**config.mk**
```make
export PLATFORM = sky130hd
export DESIGN_NAME = lc4_xm_stage
export DESIGN_NICKNAME = d
export VERILOG_FILES = /design/src/rtl/lc4_xm_stage.sv
export SDC_FILE = /design/constraint.sdc
export NUM_CORES = 1
export LEC_CHECK = 0
export CAP_MARGIN = 20
export CORE_UTILIZATION = 35
export CTS_CLUSTER_DIAMETER = 80
export DETAILED_ROUTE_END_ITERATION = 7
export DONT_BUFFER_PORTS = 1
export GPL_ROUTABILITY_DRIVEN = 0
export HOLD_SLACK_MARGIN = 0.02
export SLEW_MARGIN = 20
export SYNTH_ARGS = -nofsm -noshare
export SYNTH_HDL_FRONTEND = slang
export SYNTH_SLANG_ARGS = --single-unit
```
**constraint.sdc**
```tcl
create_clock -name clk -period 1.3 [get_ports clk]
set_input_delay 0.195 -clock clk [delete_from_list [all_inputs] [get_ports clk]]
set_output_delay 0.195 -clock clk [all_outputs]
set_load 0.01 [all_outputs]
```
**src/rtl/lc4_xm_stage.sv**
```systemverilog
// LC4 execute-to-memory pipeline register.
// Captures the ALU result and control fields, owns the architectural NZP and
// multi-word shift carry flags, and resolves branches/jumps/traps into a
// registered redirect for fetch.
module lc4_xm_stage #(
  parameter int WORD_SIZE = 16
) (
  input  logic                 clk,
  input  logic                 rst_n,
  input  logic                 i_valid,
  input  logic [15:0]          i_insn,
  input  logic [15:0]          i_pc,
  input  logic [WORD_SIZE-1:0] i_alu_result,
  input  logic [WORD_SIZE-1:0] i_r1data,
  input  logic [WORD_SIZE-1:0] i_r2data,
  input  logic [2:0]           i_wsel,
  input  logic                 i_we,
  input  logic                 i_stall,
  input  logic                 i_flush,
  output logic                 o_ready,
  output logic                 o_carry,
  output logic                 o_valid,
  output logic [15:0]          o_insn,
  output logic [15:0]          o_pc,
  output logic [WORD_SIZE-1:0] o_result,
  output logic [2:0]           o_wsel,
  output logic                 o_we,
  output logic [2:0]           o_nzp,
  output logic                 o_redirect,
  output logic [15:0]          o_target
);

  localparam logic [3:0] OP_BR   = 4'b0000;
  localparam logic [3:0] OP_ARI  = 4'b0001;
  localparam logic [3:0] OP_CMP  = 4'b0010;
  localparam logic [3:0] OP_JSR  = 4'b0100;
  localparam logic [3:0] OP_RTI  = 4'b1000;
  localparam logic [3:0] OP_SHF  = 4'b1010;
  localparam logic [3:0] OP_JMP  = 4'b1100;
  localparam logic [3:0] OP_TRAP = 4'b1111;

  localparam logic [2:0] NZP_RST = 3'b010;

  // Payload that travels with the instruction into the memory stage.
  typedef struct packed {
    logic [15:0]          insn;
    logic [15:0]          pc;
    logic [WORD_SIZE-1:0] result;
    logic [2:0]           wsel;
  } xm_data_t;

  xm_data_t   req, xm;
  logic       accept;
  logic [3:0] opcode;
  logic       is_cmp, is_br, is_xfer, is_sdr1, is_sdr2;
  logic       taken, nzp_upd;
  logic [2:0] nzp_new;
  logic       res_neg, res_zero;

  // Only bit 0 of each operand feeds the carry flag; the rest is intentionally dropped.
  logic unused_bits;
  assign unused_bits = ^{i_r1data[WORD_SIZE-1:1], i_r2data[WORD_SIZE-1:1]};

  assign o_ready = ~i_stall;
  // Flush wins over stall, so an accept needs both quiet.
  assign accept  = i_valid & ~i_stall & ~i_flush;

  assign req = '{insn: i_insn, pc: i_pc, result: i_alu_result, wsel: i_wsel};

  // Decode the few instruction classes this stage cares about.
  always_comb begin
    opcode  = i_insn[15:12];
    is_cmp  = (opcode == OP_CMP);
    is_br   = (opcode == OP_BR);
    is_xfer = (opcode == OP_JSR) || (opcode == OP_JMP) ||
              (opcode == OP_TRAP) || (opcode == OP_RTI);
    is_sdr1 = (opcode == OP_ARI) && (i_insn[5:3] == 3'b011);
    is_sdr2 = (opcode == OP_SHF) && (i_insn[5:4] == 2'b11);
  end

  // Branch resolution uses the flags left by older instructions (o_nzp before this edge).
  always_comb begin
    taken = 1'b0;
    if (is_br)   taken = |(i_insn[11:9] & o_nzp);
    if (is_xfer) taken = 1'b1;
  end

  // New NZP from the ALU result; exactly one bit is set by construction.
  always_comb begin
    res_neg  = i_alu_result[WORD_SIZE-1];
    res_zero = (i_alu_result == '0);
    nzp_new  = {res_neg, res_zero, ~res_neg & ~res_zero};
    nzp_upd  = i_we | is_cmp;
  end

  // Control bits: cleared on flush or bubble, held on stall.
  always_ff @(posedge clk or negedge rst_n) begin
    if (!rst_n) begin
      o_valid    <= 1'b0;
      o_we       <= 1'b0;
      o_redirect <= 1'b0;
    end else if (i_flush) begin
      o_valid    <= 1'b0;
      o_we       <= 1'b0;
      o_redirect <= 1'b0;
    end else if (!i_stall) begin
      o_valid    <= i_valid;
      o_we       <= i_valid & i_we;
      o_redirect <= i_valid & taken;
    end
  end

  // Data payload loads only on accept; otherwise it is simply held.
  always_ff @(posedge clk or negedge rst_n) begin
    if (!rst_n)      xm <= '0;
    else if (accept) xm <= req;
  end

  // Architectural NZP: register writers and CMP update it.
  always_ff @(posedge clk or negedge rst_n) begin
    if (!rst_n)                o_nzp <= NZP_RST;
    else if (accept & nzp_upd) o_nzp <= nzp_new;
  end

  // Shift carry: SDR1 seeds it, SDR2 consumes the old value and reloads it.
  always_ff @(posedge clk or negedge rst_n) begin
    if (!rst_n)                o_carry <= 1'b0;
    else if (accept & is_sdr1) o_carry <= i_r1data[0];
    else if (accept & is_sdr2) o_carry <= i_r2data[0];
  end

  // Redirect target: ALU already produced the destination; hold when not taken.
  always_ff @(posedge clk or negedge rst_n) begin
    if (!rst_n)              o_target <= '0;
    else if (accept & taken) o_target <= i_alu_result[15:0];
  end

  assign o_insn   = xm.insn;
  assign o_pc     = xm.pc;
  assign o_result = xm.result;
  assign o_wsel   = xm.wsel;

endmodule

```
Word level (Yosys, flattened, before mapping) --
Index checks and enable logic that the tools add are counted.
Storage, ports and cells: flip-flop bits (word level) 74, logic and storage cells 54
Operators by class: equal/unequal tests 10, bitwise gates (word level) 15, mux-type cells 10, reductions and logical operators 9
Operators by type and width (count):
- $eq A4 B4 Y1 const B | 4
- $logic_not A16 Y1 | 1
- $mux W1 | 10
- $and A1 B1 Y1 | 9
- $eq A4 B1 Y1 const B | 1
- $eq A4 B2 Y1 const B | 1
- $eq A4 B3 Y1 const B | 1
- $logic_not A4 Y1 | 1
- $not A1 Y1 | 4
- $and A3 B3 Y3 | 1
- $eq A3 B2 Y1 const B | 1
- $logic_or A1 B1 Y1 | 3
- $reduce_or A3 Y1 | 1
- $eq A2 B2 Y1 const B | 1
- $logic_and A1 B1 Y1 | 2
- $ne A2 B1 Y1 const B | 1
- $reduce_bool A2 Y1 | 1
- $or A1 B1 Y1 | 1

Logic depth before layout (Yosys ltp) --
Gate-level depths: netlist (run 1).
depth in word-level cells 8, gate-level depth with buffers 5, gate-level depth less buffers 4

Least setup slack after synthesis (run 1) --
OpenSTA, ideal clock, no wires.
kind reg2reg, from register o_nzp[0], to register o_target[10], data arrival time 1.320 ns, required time 1.175 ns, cell stages (with the launch flop) 6, slack -0.145 ns, buffers on the path 1, library setup time 0.125 ns, cell sequence dfrtp_1 -> a211oi_1 -> nand2_1 -> nand3_4 -> buf_6 -> mux2_4
Between the ends: cells in the longest elaborated chain, start to end 5
RTL lines:
- from (decl) | line 28 | output logic [2:0] o_nzp,
- from (signal assigned) | line 122 | else if (accept & nzp_upd) o_nzp <= nzp_new;
- $and A3 B3 Y3 | line 84 | if (is_br) taken = |(i_insn[11:9] & o_nzp);
- $reduce_or A3 Y1 | line 84
- $mux W1 | line 84
- $mux W1 | line 85 | if (is_xfer) taken = 1'b1;
- $and A1 B1 Y1 | line 135 | else if (accept & taken) o_target <= i_alu_result[15:0];
- to (signal assigned) | line 135
- to (decl) | line 30 | output logic [15:0] o_target
Every way passes these cells. A chain may end at the register's enable or synchronous reset.

Worst setup path in the final report (run 1) --
from register o_nzp[1], to register o_target[13]
Same word-level chain as after synthesis.

==> summary.md, run 1 <==
| Metric | Value |
|---|---|
| Status | `finished, violations left` |
| Failing checks | `negative hold slack, negative setup slack` |
| Fillers | `692` |
| Busiest grt layer | `met2` |
| Reg area | `~1900 sq um` |
| Grt met3 use | `0.05366` |
| Largest family of logic cells by synthesized area | `multiplexers` |
| FMAX | `705.3 MHz` |
| FF+latch count, synth | `74` |
| Mapped Cells | `roughly 180` |
| Sw power | `0.001599 W` |
| DR WL/cell | `18.62 microns` |
| Setup TNS | `-1.327 ns` |
| Final WL | `roughly 6600 microns` |
| Total number of vias | `around 1800` |
| Initial antenna violation count | `0` |
| Post-CTS Setup Bufs | `0` |
| Routing usage on met1 | `0.1898` |
| Adder-cell share of the synthesized area | `0` |
| Logic pwr share | `0.129` |
| Residual DRC | `0` |
| Core area | `7888 sq um` |
| Clk pin slew, worst setup/hold paths | `roughly 0.080 ns` |
| Initial core utilization | `0.3709` |
| Final Worst Setup Slack | `-0.1178 ns` |
| Crit path max fanout | `11` |
| Hold Violations, Final | `74` |
| Final setup violation count | `16` |
| Max-Slew Margin vs Limit | `0.6899` |
| CP Cell Sequence | `a22oi_2 > nand2_1 > nand3_4 > buf_12 > mux2_4` |
| RSZ-0062 raised after global routing | `yes` |
| Critical path buffer and inverter count | `1` |
| Int Pwr | `around 0.0042 W` |
| Minimum clock period | `approximately 1.4 ns` |
| Layout Cell Area excl Fill | `3881 sq um` |
| Diodes inserted | `0` |
| Crit path DAT | `1.64 ns` |
| TritonCTS clock tree | `done` |
| Max-Cap Viols | `0` |
| M2 GR Usage | `0.2641` |
| Period utilization | `1.091` |
| Mux contribution to synthesized area | `0.2772` |
| Final core area utilization | `0.4921` |
| Syn Nets | `around 270` |
| Die height | `approximately 93 microns` |
| Largest net degree at the start of global routing | `75` |
| Register area share after synthesis | `0.6334` |
| WP data required | `about 1.5 ns` |
| First-pass GRT wire length | `roughly 10000 microns` |
| Mapped cell area | `around 2900 sq um` |
| Top delay family on crit path | `flip-flops` |
| Hold WC Path Type | `input pin to async pin` |
| Mapped Avg Cell Area | `about 16 sq um` |
| Top cells by area, synth | `dfrtp_1 62%, mux2_2 23%, mux2_4 4.6%, dfstp_2 0.90%, buf_2 0.86%` |
| HPWL after detailed placement | `around 4200 microns` |
| Cell row count | `32` |
| Num ports | `approximately 160` |
| Die ar. | `around 8700 sq um` |
| Clk buf depth | `2` |
| Final #Nets | `between 300 and 400` |
| Number of DRC markers in iteration 0 | `39` |
| Detail Route Antenna Nets | `0` |
| CTS buffer count | `9` |
| Switching portion of total power | `0.2773` |
| Clock root buffer | `clkbuf_8` |
| Final Skew | `roughly 0.0067 ns` |
| Layout cells sized above 1 | `0.3882` |
| XOR/XNOR share of the synthesized area | `0` |
| Tot Pwr | `approximately 0.0058 W` |
| Pleak | `approximately 1.7 nW` |
| Area Overhead vs Synth | `32.68%` |
| Post-synth top area share | `0.6245` |
| Layout Cells excl Fill | `approximately 360` |
| WS Path Type | `flop to flop` |
| Placed cells | `roughly 290` |
| CTS HTree Levels | `3` |
| Hold slack | `-0.4614 ns` |
| I/O Buffers | `0` |
| Compound-Gate Fraction of Synth Area | `0.02438` |
| Pwr/cell area | `1486 nW/um^2` |
| Placed cell areas | `between 3000 and 4000 sq um` |
| CP endpoint kind | `flop` |
| Clock sinks | `74` |
| Worst Tran Pin Value | `between 0.4 and 0.5 ns` |
| Slowest stage delay, CP | `0.55 ns` |
| Simple-gate area share of the yosys netlist | `0.04748` |
| CP max stage cell | `dfstp_2` |
| Clk pwr share | `0.298` |
| Latest clock arrival within the worst-skew pair | `around 0.35 ns` |
| Vias/cell | `~5.0` |
| Tot GR Track Use | `0.1611` |
| Leading area contributor after synthesis | `dfrtp_1` |
| Startpoint types | `flop` |
| Drt pass-1 iters | `4` |
| Netlist cell types | `28` |
| Sequential share of power | `0.573` |
| Slew Limit Fails | `0` |
| VDD IR max | `~710 uV` |
| Vias in the first global route | `1988` |
| Yosys warns | `0` |
| DIE WIDTH | `between 90 and 100 microns` |
| Area of the multi-input gates | `1037 sq um` |
| CTS Hold Bufs | `54` |
| Grt total ovfl | `0` |
-- through the flow --
stage               hold slack, ns  setup slack [ns]
floorplan                  -0.1006           -0.1260
global placement          -0.09932           -0.1301
detailed placement        -0.09928           -0.1368
CTS                        -0.4849           -0.1405
global route               -0.4997           -0.1812
finish                     -0.4614           -0.1178
-- path summary, 6_finish.rpt --
check / slack [ns] / startpoint / endpoint / depth (start not counted)
max in group asynchronous: 1.57 / rst_n / o_nzp[1]$_DFFE_PN1P_ / 0
hold reg to reg: 0.58 / o_insn[8]$_DFFE_PN0P_ / o_insn[8]$_DFFE_PN0P_ / 1
hold / removal: -0.46 / rst_n / o_target[10]$_DFFE_PN0P_ / 0
setup / recovery: -0.12 / o_nzp[1]$_DFFE_PN1P_ / o_target[13]$_DFFE_PN0P_ / 5
setup reg to reg: -0.12 / o_nzp[1]$_DFFE_PN1P_ / o_target[13]$_DFFE_PN0P_ / 5
min in group clk: 0.07 / i_r2data[0] / o_carry$_DFFE_PN0P_ / 2
-- cells by family (layout without fill, tap and decap cells) --
kind of cell / count (synthesis) / count (layout)
DFF: 74 / 74
muxes: 69 / 69
buffers and inverters: 9 / 81
and+or+nand+nor: 20 / 20
AOI/OAI and AO/OA: 11 / 11
-- power groups by stage --
stage / logic (W) / registers (W) / clock network (W)
final: 0.000744 / 0.00331 / 0.00172
after detailed placement: 0.000611 / 0.00335 / 0
after CTS: 0.000750 / 0.00331 / 0.00177
after global routing: 0.000812 / 0.00336 / 0.00188
after floorplan: 0.000503 / 0.00323 / 0
after global placement: 0.000580 / 0.00334 / 0
-- final cells by class --
| cell class | count | area share |
|---|---|---|
| Inverter | 2 | 0.001934 |
| Multi-Input combinational cell | 100 | 0.2672 |
| Tap cell | 102 | 0.03288 |
| Sequential cell | 74 | 0.4774 |
| Timing Repair Buffer | 63 | 0.1728 |
| Clock buffer | 10 | 0.03288 |
| Clock inverter | 6 | 0.01483 |
-- layer usage --
metal	share of wire	wire length (microns)	up-vias
li1	-	-	794
met1	0.41	2728	913
met2	0.50	3308	73
met3	0.072	476	12
met4	0.021	137	0
met5	0	0	-
-- layout by cell type (no fill, tap or decap) --
cell / synthesis / routed
nor3b_4: 0 / 1
a22oi_2: 0 / 1
dfrtp_1: 73 / 73
a211oi_2: 0 / 1
dfstp_2: 1 / 1
nand4b_1: 1 / 1
bufinv_16: 0 / 1
nand3_4: 1 / 1
clkbuf_8: 0 / 9
nand2_1: 4 / 4
clkbuf_1: 0 / 1
a21oi_1: 2 / 2
nor2b_1: 2 / 2
nor2_1: 2 / 2
clkinvlp_4: 0 / 1
inv_1: 2 / 2
nor4_1: 4 / 4
and4_1: 1 / 1
a31o_2: 1 / 1
nor4b_1: 2 / 2
o21ai_0: 1 / 1
buf_4: 1 / 4
o22ai_1: 1 / 1
a22oi_1: 2 / 1
buf_12: 0 / 5
o21ai_1: 1 / 1
o31ai_1: 1 / 1
mux2_2: 60 / 60
nand4_1: 1 / 1
nand3b_1: 1 / 1
clkinv_2: 0 / 4
dlygate4sd3_1: 0 / 54
a31oi_1: 1 / 1
mux2_4: 9 / 9
-- flip-flops by register name, indices dropped and copies added (netlist names) --
name	flops
o_carry	1
o_target	16
o_pc	16
o_valid	1
o_we	1
o_redirect	1
o_insn	16
o_result	16
o_nzp	3
o_wsel	3
-- synthesized netlist by cell type (all sizes together) --
cell	n
buf	7
and4	1
nor2	2
dfrtp	73
a22oi	2
mux2	69
a31o	1
o21ai	2
o31ai	1
nand2	4
nor4b	2
a211oi	1
inv	2
nand3b	1
a31oi	1
nor4	4
nand4	1
o22ai	1
nor2b	2
dfstp	1
nor3b	1
a21oi	2
nand4b	1
nand3	1
-- repair_timing --
item | 4_1_cts | 5_1_grt
hold endpoints to repair | 146 | 74
gates resized for setup | 2 | 0
endpoints found under the setup margin | 16 | 16
Power figures use the tool's default switching activity.
==> run 2, diff against run 1 <==
Settings changed: CTS_BUF_LIST set to sky130_fd_sc_hd__clkbuf_4 sky130_fd_sc_hd__clkbuf_8 sky130_fd_sc_hd__clkbuf_16, SLEW_MARGIN 20 to unset.
==> summary.md, run 2 (synthesized netlist as in run 1, its figures left out) <==
| Metric | Value |
|---|---|
| Cell row count | `32 (unchanged)` |
| Initial core utilization | `0.3709 (unchanged)` |
| Sequential share of power | `0.571 (was 0.573)` |
| RSZ-0062 raised after global routing | `yes (unchanged)` |
| Logic pwr share | `0.129 (about the same)` |
| Final Worst Setup Slack | `-0.1176 ns (was -0.1178 ns)` |
| R2r startpoint | `o_nzp[1]$_DFFE_PN1P_ (unchanged)` |
| Hold slack | `-0.4622 ns (was -0.4614 ns)` |
| FMAX | `705.4 MHz (was 705.3 MHz)` |
| Clk pin slew, worst setup/hold paths | `0.08 ns (about the same)` |
| M2 GR Usage | `0.2641 (unchanged)` |
| Vias in the first global route | `1985 (was 1988)` |
| Tot GR Track Use | `0.1611 (unchanged)` |
| Area Overhead vs Synth | `32.81% (was 32.68%)` |
| Residual DRC | `0 (unchanged)` |
| HPWL after detailed placement | `4247 microns (unchanged)` |
| Worst Tran Pin Value | `0.4602 ns (unchanged)` |
| Max-Slew Margin vs Limit | `0.6899 (unchanged)` |
| Clk pwr share | `0.300 (was 0.298)` |
| Latest clock arrival within the worst-skew pair | `0.35 ns (about the same)` |
| Final WL | `6644 microns (was 6649 microns)` |
| Failing checks | `negative hold slack, negative setup slack (unchanged)` |
| Initial antenna violation count | `0 (unchanged)` |
| Largest net degree at the start of global routing | `75 (unchanged)` |
| VDD IR max | `710.0 uV (was 707.8 uV)` |
| Period utilization | `1.090 (was 1.091)` |
| Crit path max fanout | `11 (unchanged)` |
| Vias/cell | `5.039 (was 5.020)` |
| Max-Cap Viols | `0 (unchanged)` |
| Length in cells of the worst reg-to-reg path | `5 (unchanged)` |
| Die ar. | `8727 sq um (unchanged)` |
| CTS HTree Levels | `3 (unchanged)` |
| CTS Hold Bufs | `54 (unchanged)` |
| RR Endpoint | `o_target[13]$_DFFE_PN0P_ (unchanged)` |
| I/O Buffers | `0 (unchanged)` |
| Grt met3 use | `0.05366 (unchanged)` |
| CP endpoint kind | `flop (unchanged)` |
| Hold Violations, Final | `74 (unchanged)` |
| Final #Nets | `339 (unchanged)` |
| Final Skew | `0.006351 ns (was 0.006718 ns)` |
| First-pass GRT wire length | `10400 microns (was 10410 microns)` |
| Diodes inserted | `0 (unchanged)` |
| Startpoint types | `flop (unchanged)` |
| Clock root buffer | `clkbuf_8 (unchanged)` |
| Int Pwr | `0.004188 W (was 0.004167 W)` |
| Hold WC Path Type | `input pin to async pin (unchanged)` |
| Clock sinks | `74 (unchanged)` |
| Reg2reg setup slack | `-0.12 ns (about the same)` |
| Total number of vias | `1799 (was 1792)` |
| Final setup violation count | `16 (unchanged)` |
| Pwr/cell area | `1490 nW/um^2 (was 1486 nW/um^2)` |
| Core area | `7888 sq um (unchanged)` |
| Most frequent cells in the layout | `73 x dfrtp_1, 60 x mux2_2, 54 x dlygate4sd3_1 (unchanged)` |
| Sw power | `0.001601 W (was 0.001599 W)` |
| Switching portion of total power | `0.2765 (was 0.2773)` |
| Busiest grt layer | `met2 (unchanged)` |
| Drt pass-1 iters | `4 (unchanged)` |
| Routing usage on met1 | `0.1898 (unchanged)` |
| Die height | `93.42 microns (unchanged)` |
| Pleak | `1.662 nW (was 1.658 nW)` |
| Most common cell after layout, fill and taps aside | `dfrtp_1 (unchanged)` |
| DIE WIDTH | `93.42 microns (unchanged)` |
| Grt total ovfl | `0 (unchanged)` |
| Status | `finished, violations left (unchanged)` |
| CTS buffer count | `9 (unchanged)` |
| Slew Limit Fails | `0 (unchanged)` |
| Clk buf depth | `2 (unchanged)` |
| Fillers | `694 (was 692)` |
| WP data required | `1.53 ns (about the same)` |
| TritonCTS clock tree | `done (unchanged)` |
| Number of DRC markers in iteration 0 | `37 (was 39)` |
| Num ports | `164 (unchanged)` |
| Minimum clock period | `1.418 ns (about the same)` |
| WS Path Type | `flop to flop (unchanged)` |
| Post-CTS Setup Bufs | `0 (unchanged)` |
| DR WL/cell | `18.61 microns (was 18.62 microns)` |
| Place WS | `-0.1368 ns (unchanged)` |
| Layout cells sized above 1 | `0.3922 (was 0.3882)` |
| Final core area utilization | `0.4925 (was 0.4921)` |
| Crit path DAT | `1.64 ns (about the same)` |
| Detail Route Antenna Nets | `0 (unchanged)` |
| Setup TNS | `-1.326 ns (was -1.327 ns)` |
==> run 2: routing by layer <==
metal  wire (microns)  share of wire  vias to the layer above
met1             2709           0.41                      916
met5                0              0                        -
met3              482          0.073                       12
li1                 -              -                      795
met2             3315           0.50                       76
met4              137          0.021                        0
==> run 2: area by class of cell <==
| cell class | count | area, sq um | share of cell area |
|---|---|---|---|
| inverters | 2 | 7.507 | 0.001932 |
| well taps | 102 | 127.6 | 0.03285 |
| clock inverters | 6 | 57.56 | 0.01481 |
| flip-flops and latches | 74 | 1853 | 0.4770 |
| multi-input cells | 100 | 1037 | 0.2670 |
| repair buffers | 63 | 670.6 | 0.1726 |
| clock buffers | 10 | 131.4 | 0.03382 |
==> run 2: critical path, cell delays in order, from the launching register on <==
cell	delay, ns
dfstp_2	0.55
a22oi_2	0.07
nand2_1	0.09
nand3_4	0.11
buf_12	0.18
mux2_4	0.30
==> run 2: timing repair <==
action / 4_1_cts / 5_1_grt
gates resized for setup: 2 / 0
endpoints found under the setup margin: 16 / 16
endpoints found under the hold margin: 146 / 74
==> run 2: how the worst max path moves through the flow <==
| stage | startpoint | endpoint | slack [ns] | cells after the start |
|---|---|---|---|---|
| floorplan | o_nzp[1]$_DFFE_PN1P_ | o_target[10]$_DFFE_PN0P_ | -0.13 | 5 |
| global placement | o_nzp[0]$_DFFE_PN0P_ | o_target[1]$_DFFE_PN0P_ | -0.13 | 5 |
| detailed placement | o_nzp[0]$_DFFE_PN0P_ | o_target[1]$_DFFE_PN0P_ | -0.14 | 5 |
| CTS | o_nzp[1]$_DFFE_PN1P_ | o_target[13]$_DFFE_PN0P_ | -0.14 | 5 |
| global route | o_nzp[1]$_DFFE_PN1P_ | o_target[13]$_DFFE_PN0P_ | -0.18 | 5 |
| finish | o_nzp[1]$_DFFE_PN1P_ | o_target[13]$_DFFE_PN0P_ | -0.12 | 5 |
==> run 2: through the flow <==
stage	instances	area, sq um	total power [W]
finish	357	3885	0.005789
global route	357	3885	0.006082
CTS	357	3885	0.005849
detailed placement	287	3146	0.003959
global placement	287	3146	0.003916
floorplan	183	2929	0.003737
==> run 2: power by group through the flow <==
stage | logic, W | clock network (W) | registers (W)
2_1_floorplan | 0.000503 | 0 | 0.00323
3_3_place_gp | 0.000580 | 0 | 0.00334
3_5_place_dp | 0.000611 | 0 | 0.00335
4_1_cts | 0.000750 | 0.00179 | 0.00331
6_report | 0.000744 | 0.00174 | 0.00331
5_1_grt | 0.000812 | 0.00191 | 0.00336
